### src/rtl/neg_cycle_tracer.sv
// neg_cycle_tracer
//   Post-pass checker for a Bellman-Ford engine. Walks every (i,j) edge of the
//   adjacency matrix; an edge that still relaxes proves a negative-weight cycle.
//   The predecessor chain is followed NODES steps from j to land on the cycle,
//   then the cycle's vertices are streamed out (start, pred(start), ...) over a
//   valid/ready port. A visited bitmap suppresses repeat reports and at most
//   MAX_CYCLES cycles are emitted per scan.
//
//   Ports
//     clk, cycle_reset          clock, synchronous active-high reset
//     start                     begin a scan (accepted in IDLE/DONE)
//     vert_addr_a / vert_q_a    vertmat port A: source vertex {pred, weight}
//     vert_addr_b / vert_q_b    vertmat port B: dest vertex or walk vertex
//     adj_row, adj_col / adj_q  adjmat read, signed weight, 0 = no edge
//     cyc_valid/ready/vert/last/id   cycle vertex stream
//     busy, done, overflow, trace_err  scan status
module neg_cycle_tracer #(
  parameter int NODES      = 4,
  parameter int WEIGHT_W   = 32,
  parameter int PRED_W     = 2,
  parameter int MAX_CYCLES = 4,
  localparam int VERT_W    = PRED_W + WEIGHT_W,
  localparam int ID_W      = $clog2(MAX_CYCLES + 1)
) (
  input  logic                       clk,
  input  logic                       cycle_reset,
  input  logic                       start,
  output logic [PRED_W-1:0]          vert_addr_a,
  input  logic [VERT_W-1:0]          vert_q_a,
  output logic [PRED_W-1:0]          vert_addr_b,
  input  logic [VERT_W-1:0]          vert_q_b,
  output logic [PRED_W-1:0]          adj_row,
  output logic [PRED_W-1:0]          adj_col,
  input  logic signed [WEIGHT_W-1:0] adj_q,
  output logic                       cyc_valid,
  input  logic                       cyc_ready,
  output logic [PRED_W-1:0]          cyc_vert,
  output logic                       cyc_last,
  output logic [ID_W-1:0]            cyc_id,
  output logic                       busy,
  output logic                       done,
  output logic                       overflow,
  output logic                       trace_err
);

  typedef enum logic [2:0] {
    S_IDLE, S_SCAN_ADDR, S_SCAN_CHK, S_WALK, S_TRACE, S_EMIT, S_DONE
  } state_t;

  localparam logic [PRED_W-1:0] LAST_IDX = PRED_W'(NODES - 1);
  localparam logic [ID_W-1:0]   MAX_ID   = ID_W'(MAX_CYCLES);

  // Sign-extend by one bit so w_i + adj can never wrap before the compare.
  function automatic logic relaxes(input logic signed [WEIGHT_W-1:0] wi,
                                   input logic signed [WEIGHT_W-1:0] adj,
                                   input logic signed [WEIGHT_W-1:0] wj);
    logic signed [WEIGHT_W:0] sum;
    logic signed [WEIGHT_W:0] wj_x;
    sum  = {wi[WEIGHT_W-1], wi} + {adj[WEIGHT_W-1], adj};
    wj_x = {wj[WEIGHT_W-1], wj};
    return (adj != '0) && (sum < wj_x);
  endfunction

  state_t                state_q, state_d;
  logic [PRED_W-1:0]     i_q, i_d, j_q, j_d;
  logic [PRED_W-1:0]     v_q, v_d, pv_q, pv_d, cstart_q, cstart_d;
  logic [PRED_W-1:0]     step_q, step_d, ecnt_q, ecnt_d;
  logic                  ph_q, ph_d;
  logic [NODES-1:0]      visited_q, visited_d;
  logic [ID_W-1:0]       count_q, count_d;
  logic                  overflow_q, overflow_d, trace_err_q, trace_err_d;

  logic signed [WEIGHT_W-1:0] w_i, w_j;
  logic [PRED_W-1:0]     pred_b;
  logic                  relax, last_edge, emit, nat_last, force_last, last_beat, resume;
  logic                  unused_pred_a;

  assign w_i       = vert_q_a[WEIGHT_W-1:0];
  assign w_j       = vert_q_b[WEIGHT_W-1:0];
  assign pred_b    = vert_q_b[VERT_W-1:WEIGHT_W];
  // The scan only needs the source weight; its predecessor field is unused.
  assign unused_pred_a = ^vert_q_a[VERT_W-1:WEIGHT_W];
  assign relax     = relaxes(w_i, adj_q, w_j);
  assign last_edge = (i_q == LAST_IDX) && (j_q == LAST_IDX);

  // pv_q holds pred(v) fetched in TRACE, so cyc_last stays stable under stall.
  assign emit       = (state_q == S_EMIT);
  assign nat_last   = (pv_q == cstart_q);
  assign force_last = (ecnt_q == LAST_IDX) && !nat_last;
  assign last_beat  = nat_last || force_last;

  assign vert_addr_a = i_q;
  assign adj_row     = i_q;
  assign adj_col     = j_q;
  assign vert_addr_b = (state_q == S_WALK || state_q == S_TRACE || emit) ? v_q : j_q;
  assign cyc_valid   = emit;
  assign cyc_vert    = emit ? v_q : '0;
  assign cyc_last    = emit && last_beat;
  assign cyc_id      = count_q;
  assign busy        = (state_q != S_IDLE) && (state_q != S_DONE);
  assign done        = (state_q == S_DONE);
  assign overflow    = overflow_q;
  assign trace_err   = trace_err_q;

  always_comb begin
    state_d     = state_q;
    i_d         = i_q;
    j_d         = j_q;
    v_d         = v_q;
    pv_d        = pv_q;
    cstart_d    = cstart_q;
    step_d      = step_q;
    ecnt_d      = ecnt_q;
    ph_d        = ph_q;
    visited_d   = visited_q;
    count_d     = count_q;
    overflow_d  = overflow_q;
    trace_err_d = trace_err_q;
    resume      = 1'b0;
    case (state_q)
      S_IDLE, S_DONE: begin
        if (start) begin
          state_d     = S_SCAN_ADDR;
          i_d         = '0;
          j_d         = '0;
          visited_d   = '0;
          count_d     = '0;
          overflow_d  = 1'b0;
          trace_err_d = 1'b0;
        end
      end
      S_SCAN_ADDR: state_d = S_SCAN_CHK;
      S_SCAN_CHK: begin
        if (relax) begin
          v_d     = j_q;
          step_d  = '0;
          ph_d    = 1'b0;
          state_d = S_WALK;
        end else begin
          resume = 1'b1;
        end
      end
      // Two cycles per predecessor hop: address v, then read pred(v).
      S_WALK: begin
        if (!ph_q) begin
          ph_d = 1'b1;
        end else begin
          ph_d = 1'b0;
          v_d  = pred_b;
          if (step_q == LAST_IDX) begin
            if (visited_q[pred_b]) begin
              resume = 1'b1;
            end else if (count_q == MAX_ID) begin
              overflow_d = 1'b1;
              resume     = 1'b1;
            end else begin
              cstart_d = pred_b;
              ecnt_d   = '0;
              state_d  = S_TRACE;
            end
          end else begin
            step_d = step_q + PRED_W'(1);
          end
        end
      end
      S_TRACE: begin
        if (!ph_q) begin
          ph_d = 1'b1;
        end else begin
          ph_d    = 1'b0;
          pv_d    = pred_b;
          state_d = S_EMIT;
        end
      end
      S_EMIT: begin
        if (cyc_ready) begin
          visited_d[v_q] = 1'b1;
          if (last_beat) begin
            count_d = count_q + ID_W'(1);
            if (force_last) trace_err_d = 1'b1;
            resume = 1'b1;
          end else begin
            v_d     = pv_q;
            ecnt_d  = ecnt_q + PRED_W'(1);
            state_d = S_TRACE;
          end
        end
      end
      default: state_d = S_IDLE;
    endcase
    if (resume) begin
      if (last_edge) begin
        state_d = S_DONE;
      end else begin
        state_d = S_SCAN_ADDR;
        if (j_q == LAST_IDX) begin
          j_d = '0;
          i_d = i_q + PRED_W'(1);
        end else begin
          j_d = j_q + PRED_W'(1);
        end
      end
    end
  end

  always_ff @(posedge clk) begin
    if (cycle_reset) state_q <= S_IDLE;
    else             state_q <= state_d;
  end

  always_ff @(posedge clk) begin
    if (cycle_reset) begin
      i_q         <= '0;
      j_q         <= '0;
      v_q         <= '0;
      pv_q        <= '0;
      cstart_q    <= '0;
      step_q      <= '0;
      ecnt_q      <= '0;
      ph_q        <= 1'b0;
      visited_q   <= '0;
      count_q     <= '0;
      overflow_q  <= 1'b0;
      trace_err_q <= 1'b0;
    end else begin
      i_q         <= i_d;
      j_q         <= j_d;
      v_q         <= v_d;
      pv_q        <= pv_d;
      cstart_q    <= cstart_d;
      step_q      <= step_d;
      ecnt_q      <= ecnt_d;
      ph_q        <= ph_d;
      visited_q   <= visited_d;
      count_q     <= count_d;
      overflow_q  <= overflow_d;
      trace_err_q <= trace_err_d;
    end
  end

endmodule

### config.mk
export PLATFORM = sky130hd
export DESIGN_NAME = neg_cycle_tracer
export DESIGN_NICKNAME = d
export VERILOG_FILES = /design/src/rtl/neg_cycle_tracer.sv
export SDC_FILE = /design/constraint.sdc
export NUM_CORES = 1
export LEC_CHECK = 0
export CAP_MARGIN = 20
export CORE_MARGIN = 5
export CORE_UTILIZATION = 35
export CTS_CLUSTER_SIZE = 25
export DETAILED_ROUTE_END_ITERATION = 10
export SETUP_SLACK_MARGIN = 0.5
export SLEW_MARGIN = 25
export SYNTH_ARGS = -nofsm -noshare
export SYNTH_HDL_FRONTEND = slang
export SYNTH_SLANG_ARGS = --single-unit
export TNS_END_PERCENT = 20
### constraint.sdc
create_clock -name clk -period 9.9 [get_ports clk]
set_input_delay 1.98 -clock clk [delete_from_list [all_inputs] [get_ports clk]]
set_output_delay 1.98 -clock clk [all_outputs]
set_load 0.02 [all_outputs]
==> results of run 1 <==
## worst max-delay path by stage
stage / startpoint / endpoint / slack [ns] / cells past startpoint
3_5_place_dp: adj_q[0] / step_q[0] / 2.71 / 21
3_3_place_gp: adj_q[0] / step_q[0] / 2.79 / 21
5_1_grt: adj_q[0] / step_q[0] / 2.52 / 21
2_1_floorplan: vert_q_a[0] / step_q[0] / 3.84 / 20
4_1_cts: adj_q[0] / step_q[0] / 2.97 / 21
6_report: adj_q[0] / step_q[0] / 3.01 / 21
## kinds of logic after synthesis
kind of cell,after synthesis,synth area share
adders and majority gates,71,0.220
buffers and inverters,77,0.0738
DFF,27,0.133
and+or+nand+nor,167,0.208
xor gates and xnor gates,28,0.0603
AOI/OAI and AO/OA,174,0.279
muxes,9,0.0258
## layer usage
layer  vias up  track usage  part of all wire  routed length, µm
li1       2247            -                 -                  -
met3        15       0.0269             0.041                494
met4         0       0.0244             0.012                150
met1      1977        0.233              0.48               5840
met5         -            0                 0                  0
met2       107        0.296              0.47               5700
## state kept, by name, summed over array words and instances (netlist names)
signal and cells:
ph_q 1, v_q 2, adj_row 2, visited_q 4
overflow 1, step_q 2, pv_q 2, adj_col 2
state_q 3, cstart_q 2, trace_err 1, cyc_id 3
ecnt_q 2
## final cells by class
cell class | count | area, µm²
fill | 1152 | 5970
multi-input combinational | 449 | 3230
timing repair buffer | 120 | 1200
sequential | 27 | 541
inverter | 60 | 225
tap | 143 | 179
clock buffer | 3 | 75.1
clock inverter | 1 | 7.51
## critical path: stages
cell	delay, ns
sky130_fd_sc_hd__clkdlybuf4s50_1	0.48
sky130_fd_sc_hd__ha_1	0.18
sky130_fd_sc_hd__inv_1	0.06
sky130_fd_sc_hd__fa_1	0.44
sky130_fd_sc_hd__nor2b_4	0.14
sky130_fd_sc_hd__o31a_1	0.19
sky130_fd_sc_hd__o311a_1	0.28
sky130_fd_sc_hd__o21bai_1	0.14
sky130_fd_sc_hd__a311oi_1	0.35
sky130_fd_sc_hd__a31oi_1	0.26
sky130_fd_sc_hd__nor3_1	0.23
sky130_fd_sc_hd__o22ai_1	0.12
sky130_fd_sc_hd__ha_1	0.35
sky130_fd_sc_hd__nand4_1	0.19
sky130_fd_sc_hd__nor4_2	0.35
sky130_fd_sc_hd__nand3_1	0.12
sky130_fd_sc_hd__o211a_1	0.19
sky130_fd_sc_hd__o311ai_2	0.27
sky130_fd_sc_hd__nor2_2	0.14
sky130_fd_sc_hd__or4_1	0.49
sky130_fd_sc_hd__a21oi_1	0.14
## synth_stat cells, types with 11 or more instances
master	n	area share
sky130_fd_sc_hd__nand4_1	11	0.017
sky130_fd_sc_hd__nor3_1	23	0.028
sky130_fd_sc_hd__clkbuf_1	12	0.011
sky130_fd_sc_hd__ha_1	70	0.22
sky130_fd_sc_hd__inv_1	58	0.053
sky130_fd_sc_hd__nand2_1	34	0.031
sky130_fd_sc_hd__nor2_1	37	0.034
sky130_fd_sc_hd__xnor2_1	21	0.045
sky130_fd_sc_hd__nand3_1	17	0.021
sky130_fd_sc_hd__a21o_1	15	0.028
sky130_fd_sc_hd__o21ai_0	27	0.033
sky130_fd_sc_hd__dfxtp_1	27	0.13
sky130_fd_sc_hd__a21oi_1	58	0.071
## per-stage QoR
step | hold WS (ns) | util | cells
after floorplan | 0.436 | - | 553
after detailed placement | 0.485 | 0.471 | 799
final | 0.486 | 0.478 | 803
after CTS | 0.493 | 0.478 | 803
after global placement | 0.444 | 0.471 | 799
after global routing | 0.530 | 0.478 | 803
## power groups by stage
stage	registers, µW	logic [µW]	clock network, µW
finish	141	356	93.5
floorplan	129	257	0
global route	144	402	101
detailed placement	142	354	0
global placement	142	347	0
CTS	140	357	96.0
==> summary.md, run 1 <==
| Metric | Value |
|---|---|
| Status | finished, final reports clean |
| Net switching fraction of the power | 0.422 |
| Count of unique library cells instantiated by Yosys | 68 |
| Most common cell after layout, fill and taps aside | sky130_fd_sc_hd__clkdlybuf4s50_1 |
| Fraction of layout cells with a size suffix above 1 | 0.0288 |
| Instance count of the mapped netlist | 553 |
| Largest driver fanout on the critical path | 8 |
| Hold crit path type | reg -> reg |
| Final estimated routing congestion in global placement | 0.923 |
| # port buffers | 120 |
| Yosys synthesis warning count | 0 |
| Number of instances on the worst hold path | 2 |
| Area growth, synth to finish | 34.0% |
| Die Outline Area | roughly 14000 µm² |
| Number of diodes added for antenna fixing | 0 |
| Yosys reg bits | 27 |
| Number of enable-type register cells in the synthesized netlist | 0 |
| Synth async-reset ratio | 0 |
| Post-detailed-placement cell area | 5380 µm² |
| RSZ-0062 raised after global routing | false |
| Req. time, crit path | 10.09 ns |
| Depth of the most critical reg-to-reg path | 8 |
| R2R Path Start | state_q[0] |
| CTS resizes | 0 |
| Number of top-level pins | 123 |
| Commonest cells after routing, fill and taps aside | sky130_fd_sc_hd__clkdlybuf4s50_1 (119), sky130_fd_sc_hd__ha_1 (70), sky130_fd_sc_hd__inv_1 (58), sky130_fd_sc_hd__a21oi_1 (58), sky130_fd_sc_hd__nor2_1 (37) |
| CP Launch Type | input port |
| Width of the chip | roughly 120 µm |
| Period minus WS final | 6.89 ns |
| DR DRC count | 0 |
| Wire length per cell | 15.2 µm |
| Mean Syn Cell Area | about 7.4 µm² |
| Worst IR drop on VDD | between 0.06 and 0.07 mV |
| Endpoint arrival time on the critical path | 7.08 ns |
| Launch point of the worst hold path | ecnt_q[1] |
| Antenna viol nets, final | 0 |
| Register-to-Register Setup Slack | 7.34 ns |
| Dominant register cell in the synthesized netlist | sky130_fd_sc_hd__dfxtp_1 |
| Post-Syn Area | 4070 µm² |
| Final standard cell area without fillers | 5450 µm² |
| Global-route usage over all layers | 0.172 |
| Fraction of the yosys area taken by sequential cells | 0.133 |
| Worst setup skew after layout | 0.00299 ns |
| Clock Tree Root | sky130_fd_sc_hd__clkbuf_16 |
| Share of power burned in the clock network | 0.158 |
| Total clock sinks | 27 |
| Half-perimeter wire length of the detailed placement result | 10200 µm |
| Pin slew with the least headroom to its limit | 0.731 ns |
| Kind of critical path | in -> reg |
| Final Hold Violating Endpoints | 0 |
| Hold bufs inserted after CTS | 0 |
| Residual overflow from global routing | 0 |
| Largest buffer count on any clock path | 2 |
| Internal portion of total power | 341 µW |
| H-tree Lvls | 1 |
| Slew Limit Headroom | 0.505 |
| Hold path endpoint | ecnt_q[1] |
| Post-CTS Setup Bufs | 0 |
| Total power after layout | approximately 590 µW |
| First-pass detailed-route iteration total | 4 |
| Via count | 4346 |
| Maximum number of pins on one net before global-route repair | 32 |
| Number of global-route vias before repair | 4400 |
| Total clock buffers created by CTS | 3 |
| Areal power density over the cells | 108 nW/µm² |
| Worst-path clk slew | roughly 0.070 ns |
| Final #Nets | between 800 and 900 |
| Setup crit end kind | flip-flop |
| Syn Nets | 728 |
| Clock tree from TritonCTS | done |
| Source-to-sink clock delay at the later pin of the worst-skew pair | roughly 0.26 ns |
| Static leakage | 0.00232 µW |
| First-pass GRT wire length | 20900 µm |
| Initial antenna violation count | 0 |
| Initial cell density of the core | 0.356 |
| Via count normalized by instance count | 5.41 |
| Power share of the sequential group | 0.239 |
| Die Ht | 118 µm |
| Final wirelength | 12200 µm |
| First-iteration detailed-routing DRC count | 209 |
| Max-capacitance violation count | 0 |
| Setup slack after placement | 2.71 ns |
| Number of setup violations in the final report | 0 |
| Worst flop-to-flop path endpoint | adj_col[1] |
| Max Clock Freq | 145 MHz |
| Net load switching power | 249 µW |
| Final number of max-transition violations | 0 |
| Number of core rows | 39 |
| Share of power burned in combinational logic | 0.603 |
| Area of the core | 11400 µm² |
| Setup slack of the critical path after layout | around 3 ns |
| TNS Setup | 0 ns |
| Final period utilization | 0.696 |
(Power assumes the default switching activity.)
==> run 2, diff against run 1 <==
clock period = 6.46 ns   (was 9.9 ns; I/O delays follow)
==> summary.md, run 2 (synthesized netlist as in run 1, its figures left out) <==
| Metric | Value |
|---|---|
| Maximum cell stage delay along the critical path | 0.47 ns (-0.02 ns) |
| Die Outline Area | 13900 µm² (unchanged) |
| Period minus WS final | around 5.8 ns |
| Number of diodes added for antenna fixing | 0 (unchanged) |
| Initial cell density of the core | 0.356 (unchanged) |
| Global-route usage over all layers | 0.175 (+0.00283) |
| Clock tree from TritonCTS | done |
| R2R Path Start | state_q[0] |
| Total clock buffers created by CTS | 3 (unchanged) |
| Residual overflow from global routing | 0 (unchanged) |
| End of the critical path | step_q[0] |
| Number of core rows | 39 (unchanged) |
| Pin slew with the least headroom to its limit | 0.698 ns (-0.0338 ns) |
| Final wirelength | 12800 µm (+5.3%) |
| Fraction of layout cells with a size suffix above 1 | 0.103 (+0.0746) |
| Area growth, synth to finish | 43.8% |
| Total clock sinks | 27 (unchanged) |
| Antenna viol nets, final | 0 (unchanged) |
| Via count normalized by instance count | 5.51 (+1.9%) |
| Final #Nets | 853 (+2.0%) |
| Worst setup skew after layout | 0.00361 ns (+0.000622 ns) |
| Number of top-level pins | 123 (unchanged) |
| H-tree Lvls | 1 (unchanged) |
| DR DRC count | 0 (unchanged) |
| Number of global-route vias before repair | 4614 (+4.9%) |
| Global-route met3 utilization | 0.0250 (-0.00192) |
| Met2 track demand over resource in global routing | 0.306 (+0.00990) |
| Half-perimeter wire length of the detailed placement result | 10500 µm (+2.6%) |
| Slew Limit Headroom | 0.528 (+0.0229) |
| Net switching fraction of the power | 0.424 (+0.00251) |
| Kind of critical path | in -> reg |
| Number of setup violations in the final report | 0 (unchanged) |
| Worst setup path startpoint | adj_q[16] |
| Via count | 4521 (+4.0%) |
| Hold WS | 0.467 ns (-0.0194 ns) |
| Final cell utilization of the core | 0.512 (+0.0350) |
| Endpoint arrival time on the critical path | 5.97 ns (-1.11 ns) |
| GRT Max-Usage Layer | met2 |
| Commonest cells after routing, fill and taps aside | sky130_fd_sc_hd__clkdlybuf4s50_1 (117), sky130_fd_sc_hd__ha_1 (58), sky130_fd_sc_hd__inv_1 (57), sky130_fd_sc_hd__a21oi_1 (57), sky130_fd_sc_hd__nor2_1 (37) |
| Share of power burned in the clock network | 0.152 (-0.006) |
| Wire length per cell | 15.7 µm (+3.1%) |
| Power share of the sequential group | 0.222 (-0.017) |
| First-pass GRT wire length | 21300 µm (+2.0%) |
| Die Ht | 118 µm (unchanged) |
| Clock Tree Root | sky130_fd_sc_hd__clkbuf_16 |
| Width of the chip | 118 µm (unchanged) |
| Flip-flop count of the largest register after layout | 4 (unchanged) |
| Register-to-Register Setup Slack | 3.93 ns (-3.41 ns) |
| Static leakage | 0.00244 µW (+5.4%) |
| Worst-path clk slew | 0.07 ns (about the same) |
| Worst IR drop on VDD | 0.111 mV (+79%) |
| Areal power density over the cells | 165 nW/µm² (+53%) |
| Final Hold Violating Endpoints | 0 (unchanged) |
| Depth of the most critical reg-to-reg path | 8 (unchanged) |
| Largest driver fanout on the critical path | 7 (-1) |
| Max Clock Freq | 173 MHz |
| Initial antenna violation count | 0 (unchanged) |
| CP Launch Type | input port |
| Hold crit path type | reg -> reg |
| Largest buffer count on any clock path | 2 (unchanged) |
| Req. time, crit path | 6.66 ns (-3.43 ns) |
| Status | finished, final reports clean |
| Setup crit end kind | flip-flop |
| First-iteration detailed-routing DRC count | 208 (-0.48%) |
| Most common cell after layout, fill and taps aside | sky130_fd_sc_hd__clkdlybuf4s50_1 |
| First-pass detailed-route iteration total | 4 (unchanged) |
| Largest reg by FF count | visited_q |
| Max-capacitance violation count | 0 (unchanged) |
| Combined area of the multi-input logic cells | 3500 µm² (+8.3%) |
| Sequential Area | 541 µm² (unchanged) |
| Net load switching power | 410 µW (+65%) |
| # port buffers | 120 (unchanged) |
| Final number of max-transition violations | 0 (unchanged) |
| Final period utilization | 0.893 |
| Final estimated routing congestion in global placement | 0.888 (-3.8%) |
| Area of the core | 11400 µm² (unchanged) |
| Share of power burned in combinational logic | 0.626 (+0.023) |
| Cells along the critical path | clkdlybuf4s50_1 > ha_1 > o21ai_0 > a221oi_1 > o21ai_0 > o21bai_4 > a311oi_2 > a31oi_2 > buf_4 > nand2_1 > o311ai_2 > ha_1 > nand4_1 > nor4_4 > nand3_1 > o211a_1 > o311ai_4 > nor2_4 > or4_1 > a21oi_1 |
| Source-to-sink clock delay at the later pin of the worst-skew pair | 0.27 ns (about the same) |
| Internal portion of total power | 556 µW (+63%) |
| Worst flop-to-flop path endpoint | ecnt_q[0] |
| Global Route met1 Usage | 0.228 (-0.00424) |
| Number of fill cells in the layout | 1107 (-3.9%) |
| RSZ-0062 raised after global routing | false |
| Highest-delay cell along the critical path | sky130_fd_sc_hd__or4_1 |
| Maximum number of pins on one net before global-route repair | 32 (unchanged) |
[run 2: cell types whose count changed in the layout (fill, tap and decap cells not counted), moves of 5 or more]
cell,delta
sky130_fd_sc_hd__buf_4,+17
sky130_fd_sc_hd__ha_1,-12
sky130_fd_sc_hd__ha_4,+7
sky130_fd_sc_hd__ha_2,+5
[run 2: per-stage QoR]
step           std cells  setup TNS, ns  area, µm²  setup WS (ns)  total power, µW
4_1_cts              809              0       5520          0.504              921
3_5_place_dp         804        -0.0762       5410        -0.0615              767
3_3_place_gp         804              0       5410          0.167              752
2_1_floorplan        553              0       4070           1.09              591
6_report             820              0       5850          0.690              966
5_1_grt              820              0       5850          0.441             1050
[run 2: critical path, delay by kind of cell]
kind,cells,cell delay [ns]
adders and majority gates,2,0.78
and+or+nand+nor,6,1.28
AOI/OAI and AO/OA,10,1.99
buffers and inverters,2,0.62
[run 2: layout make-up]
type,instances,share of cell area
multi-input cells,449,0.597
repair buffers,137,0.227
flip-flops and latches,27,0.0924
inverters,60,0.0385
well taps,143,0.0306
clock buffers,3,0.0128
clock inverters,1,0.00128
[run 2: worst min-delay path by stage]
stage	startpoint	endpoint	slack, ns	depth (start not counted)
after detailed placement	ecnt_q[1]	ecnt_q[1]	0.46	2
after CTS	ecnt_q[1]	ecnt_q[1]	0.47	2
final	ecnt_q[1]	ecnt_q[1]	0.47	2
after global routing	ecnt_q[1]	ecnt_q[1]	0.51	2
after global placement	ecnt_q[1]	ecnt_q[1]	0.45	2
after floorplan	ecnt_q[1]	ecnt_q[1]	0.44	2
[run 2: per-layer routing]
layer / part of all wire / wire (µm)
met3: 0.037 / 469
met1: 0.46 / 5940
met4: 0.016 / 210
met5: 0 / 0
met2: 0.48 / 6220
[run 2: timing repair]
item,in CTS,in global routing
setup buffers,1,11
gates resized for setup,4,43
setup endpoints to repair,12,12
pin swaps,5,25
hold buffers,0,0
gates cloned,0,0
[run 2: power by group through the flow]
| stage | Sequential, µW | Clock, µW | Combinational, µW |
|---|---|---|---|
| floorplan | 197 | 0 | 394 |
| global placement | 217 | 0 | 535 |
| detailed placement | 218 | 0 | 549 |
| CTS | 214 | 150 | 556 |
| global route | 220 | 158 | 673 |
| finish | 215 | 147 | 605 |
==> run 3, diff against run 2 <==
ABC_AREA = 1   (was not set)
==> summary.md, run 3 <==
| Metric | Value |
|---|---|
| Max-capacitance violation count | 0 (unchanged) |
| Clock Tree Root | sky130_fd_sc_hd__clkbuf_16 |
| Final standard cell count with taps included and fillers excluded | 991 (+21%) |
| Maximum number of pins on one net before global-route repair | 16 (-50%) |
| Flip-flop count of the largest register after layout | 4 (unchanged) |
| Die Ht | 122 µm (+3.8%) |
| Power share of the sequential group | 0.206 (-0.016) |
| Die Outline Area | 15000 µm² (+7.8%) |
| Most common cell after layout, fill and taps aside | sky130_fd_sc_hd__nand2_1 |
| Most frequent cell on the critical path | sky130_fd_sc_hd__nand2_1 |
| Net switching fraction of the power | 0.469 (+0.0448) |
| Simple-gate share of the synthesized area | 0.320 (+0.111) |
| Status | finished, final reports clean |
| Yosys reg bits | 27 (unchanged) |
| Arithmetic-cell share of the synthesized area counting full adders, half adders and majority gates | 0.203 (-0.0173) |
| Instance count of the mapped netlist | 699 (+26%) |
| Post-Syn Area | 4420 µm² (+8.5%) |
| Worst setup skew after layout | 0.00595 ns (+0.00234 ns) |
| Final wirelength | 13100 µm (+1.8%) |
| Global-route usage over all layers | 0.173 (-0.00247) |
| CP Launch Type | input port |
| Xor-xnor portion of the synthesized cell area | 0.0575 (-0.00274) |
| Sequential Area | 541 µm² (unchanged) |
| Synth async-reset ratio | 0 (unchanged) |
| Cell types occupying the most area after synthesis | sky130_fd_sc_hd__ha_1 (20%), sky130_fd_sc_hd__nand2_1 (14%), sky130_fd_sc_hd__dfxtp_1 (12%), sky130_fd_sc_hd__inv_1 (10%), sky130_fd_sc_hd__a21oi_1 (7.1%) |
| Number of top-level pins | 123 (unchanged) |
| Fraction of layout cells with a size suffix above 1 | 0.0537 (-0.0497) |
| Final #Nets | 995 (+17%) |
| Final cell utilization of the core | 0.470 (-0.0423) |
| Wire length per cell | 13.2 µm (-16%) |
| Max Clock Freq | 186 MHz (+7.6%) |
| Fraction of the yosys area taken by sequential cells | 0.122 (-0.0104) |
| Residual overflow from global routing | 0 (unchanged) |
| Initial antenna violation count | 0 (unchanged) |
| Syn Nets | 874 (+20%) |
| Dominant register cell in the synthesized netlist | sky130_fd_sc_hd__dfxtp_1 |
| Count of unique library cells instantiated by Yosys | 47 (-31%) |
| CTS resizes | 0 (-4) |
| Hold crit path type | reg -> reg |
| Number of setup violations in the final report | 0 (unchanged) |
| Number of instances on the worst hold path | 2 (unchanged) |
| Depth of the most critical reg-to-reg path | 11 (+3) |
| Req. time, crit path | 6.57 ns (-0.09 ns) |
| Total clock sinks | 27 (unchanged) |
| Final period utilization | 0.830 (-0.0629) |
| Largest reg by FF count | visited_q |
| TNS Setup | 0 ns (unchanged) |
| Most repeated cell in the gate-level netlist after synthesis | sky130_fd_sc_hd__nand2_1 |
| Most used standard cells in the synthesized netlist | sky130_fd_sc_hd__nand2_1 (160), sky130_fd_sc_hd__inv_1 (118), sky130_fd_sc_hd__ha_1 (70), sky130_fd_sc_hd__nor2_1 (68), sky130_fd_sc_hd__a21oi_1 (63) |
| Kind of critical path | in -> reg |
| Share of power burned in the clock network | 0.133 (-0.019) |
| Net load switching power | 504 µW (+23%) |
| Yosys synthesis warning count | 0 (unchanged) |
| Launch point of the worst hold path | visited_q[0] |
| Hold WS | 0.454 ns (-0.0134 ns) |
| Final estimated routing congestion in global placement | 0.868 (-2.3%) |
| Antenna viol nets, final | 0 (unchanged) |
| DR DRC count | 0 (unchanged) |
| Commonest cells after routing, fill and taps aside | sky130_fd_sc_hd__nand2_1 (160), sky130_fd_sc_hd__clkdlybuf4s50_1 (120), sky130_fd_sc_hd__inv_1 (118) |
| Area of the core | 12500 µm² (+9.6%) |
| First-pass GRT wire length | 21800 µm (+2.6%) |
| Post-CTS Setup Bufs | 0 (-1) |
| Hold bufs inserted after CTS | 0 (unchanged) |
| Highest-delay cell along the critical path | sky130_fd_sc_hd__clkdlybuf4s50_1 |
| Number of core rows | 41 (+5.1%) |
| Setup crit end kind | flip-flop |
| Total clock buffers created by CTS | 3 (unchanged) |
| Endpoint arrival time on the critical path | 5.48 ns (-0.49 ns) |
| Final Hold Violating Endpoints | 0 (unchanged) |
| Largest buffer count on any clock path | 2 (unchanged) |
| Initial cell density of the core | 0.353 (-0.00360) |
| H-tree Lvls | 1 (unchanged) |
| Number of global-route vias before repair | 4932 (+6.9%) |
| Half-perimeter wire length of the detailed placement result | 11300 µm (+8.1%) |
| Internal portion of total power | 570 µW (+2.5%) |
| Via count normalized by instance count | 4.84 (-12%) |
| Portion of netlist area occupied by mux cells | 0 (-0.0258) |
| Final number of max-transition violations | 0 (unchanged) |
| Synthesized-area fraction occupied by ao, oa, aoi and oai cells | 0.187 (-0.0924) |
| Worst IR drop on VDD | 0.188 mV (+71%) |
| Share of power burned in combinational logic | 0.661 (+0.035) |
| Worst-path clk slew | 0.06 ns (about the same) |
| Number of diodes added for antenna fixing | 0 (unchanged) |
| Largest driver fanout on the critical path | 7 (unchanged) |
| Register-to-Register Setup Slack | 4.48 ns (+0.55 ns) |
| # port buffers | 120 (unchanged) |
| Areal power density over the cells | 182 nW/µm² (+10%) |
| First-iteration detailed-routing DRC count | 230 (+11%) |
| Period minus WS final | 5.36 ns (-0.406 ns) |
| Number of fill cells in the layout | 1368 (+24%) |
| Pin slew with the least headroom to its limit | 0.712 ns (+0.0140 ns) |
| Source-to-sink clock delay at the later pin of the worst-skew pair | 0.26 ns (about the same) |
| Largest family of logic cells by synthesized area | simple AND/OR/NAND/NOR gates |
| Area growth, synth to finish | 33.3% |
| R2R Path Start | cstart_q[0] |
| Instance count after placement with tap cells included | 987 (+23%) |
| Cell taking the most area after synthesis | sky130_fd_sc_hd__ha_1 |
| Clock tree from TritonCTS | done |
| Maximum cell stage delay along the critical path | 0.48 ns (about the same) |
| Worst flop-to-flop path endpoint | adj_col[1] |
| Hold path endpoint | visited_q[0] |
| Mean Syn Cell Area | 6.32 µm² (-14%) |
| RSZ-0062 raised after global routing | false |
| Number of enable-type register cells in the synthesized netlist | 0 (unchanged) |
| Static leakage | 0.00283 µW (+16%) |
| Slew Limit Headroom | 0.524 (-0.00426) |
| Via count | 4796 (+6.1%) |
| Combined area of the multi-input logic cells | 3390 µm² (-3.1%) |
| Area share of the largest cell type after synthesis | 0.198 (-0.0169) |
| First-pass detailed-route iteration total | 4 (unchanged) |
| Width of the chip | 122 µm (+3.8%) |
## run 3: changes by cell type in the layout (fill, tap and decap cells not counted), sizes merged, moves of 9 or more
cell | previous run | this run
nand2 | 34 | 169
inv | 60 | 123
nor2 | 38 | 78
buf | 18 | 0
xor2 | 7 | 22
xnor2 | 21 | 7
nand3 | 17 | 29
nor3 | 23 | 12
a21o | 15 | 5
a21oi | 60 | 69
## run 3: worst max-delay path, delay by kind of cell
kind / cells / cell delay, ns
xor+xnor: 1 / 0.16
buf+inv: 4 / 0.64
compound gates: 7 / 1.26
simple gates: 14 / 1.24
fa+ha+maj: 3 / 0.89
## run 3: cells by family (layout without fill, tap and decap cells)
| group | after synthesis | in the layout |
|---|---|---|
| DFF | 27 | 27 |
| xor gates and xnor gates | 29 | 29 |
| AOI/OAI and AO/OA | 138 | 138 |
| and+or+nand+nor | 307 | 307 |
| adders and majority gates | 71 | 71 |
| buffers and inverters | 127 | 247 |
## run 3: area by class of cell
cell class	count	share of cell area
flip-flops and latches	27	0.0918
inverters	123	0.0789
repair buffers	120	0.204
well taps	172	0.0366
clock buffers	4	0.0134
multi-input cells	545	0.575
## run 3: worst max-delay path by stage
stage / end / slack, ns / cells past startpoint / start
after floorplan: step_q[0] / 1.93 / 28 / vert_q_a[0]
after global placement: adj_col[1] / 0.92 / 28 / adj_q[0]
after detailed placement: step_q[0] / 0.78 / 29 / adj_q[0]
after CTS: step_q[0] / 1.05 / 29 / adj_q[0]
after global routing: step_q[0] / 0.59 / 29 / adj_q[0]
final: v_q[0] / 1.10 / 29 / adj_q[0]
## run 3: per-stage QoR
stage | total power (µW) | setup slack (ns) | instance area [µm²]
after floorplan | 721 | 1.93 | 4420
after global placement | 915 | 0.925 | 5810
after detailed placement | 935 | 0.784 | 5810
after CTS | 1080 | 1.05 | 5890
after global routing | 1180 | 0.591 | 5890
final | 1070 | 1.10 | 5890
## run 3: per-layer routing
metal,global-route usage,part of all wire,vias to the layer above
li1,-,-,2535
met1,0.224,0.47,2143
met2,0.316,0.48,108
met3,0.0175,0.047,10
met4,0.0231,0.0070,0
met5,0,0,-
## run 3: power groups by stage
stage                     Sequential [µW]  Clock, µW  Combinational, µW
after global placement                222          0                693
after CTS                             220        146                717
final                                 221        143                710
after detailed placement              224          0                711
after global routing                  223        153                807
after floorplan                       220          0                500
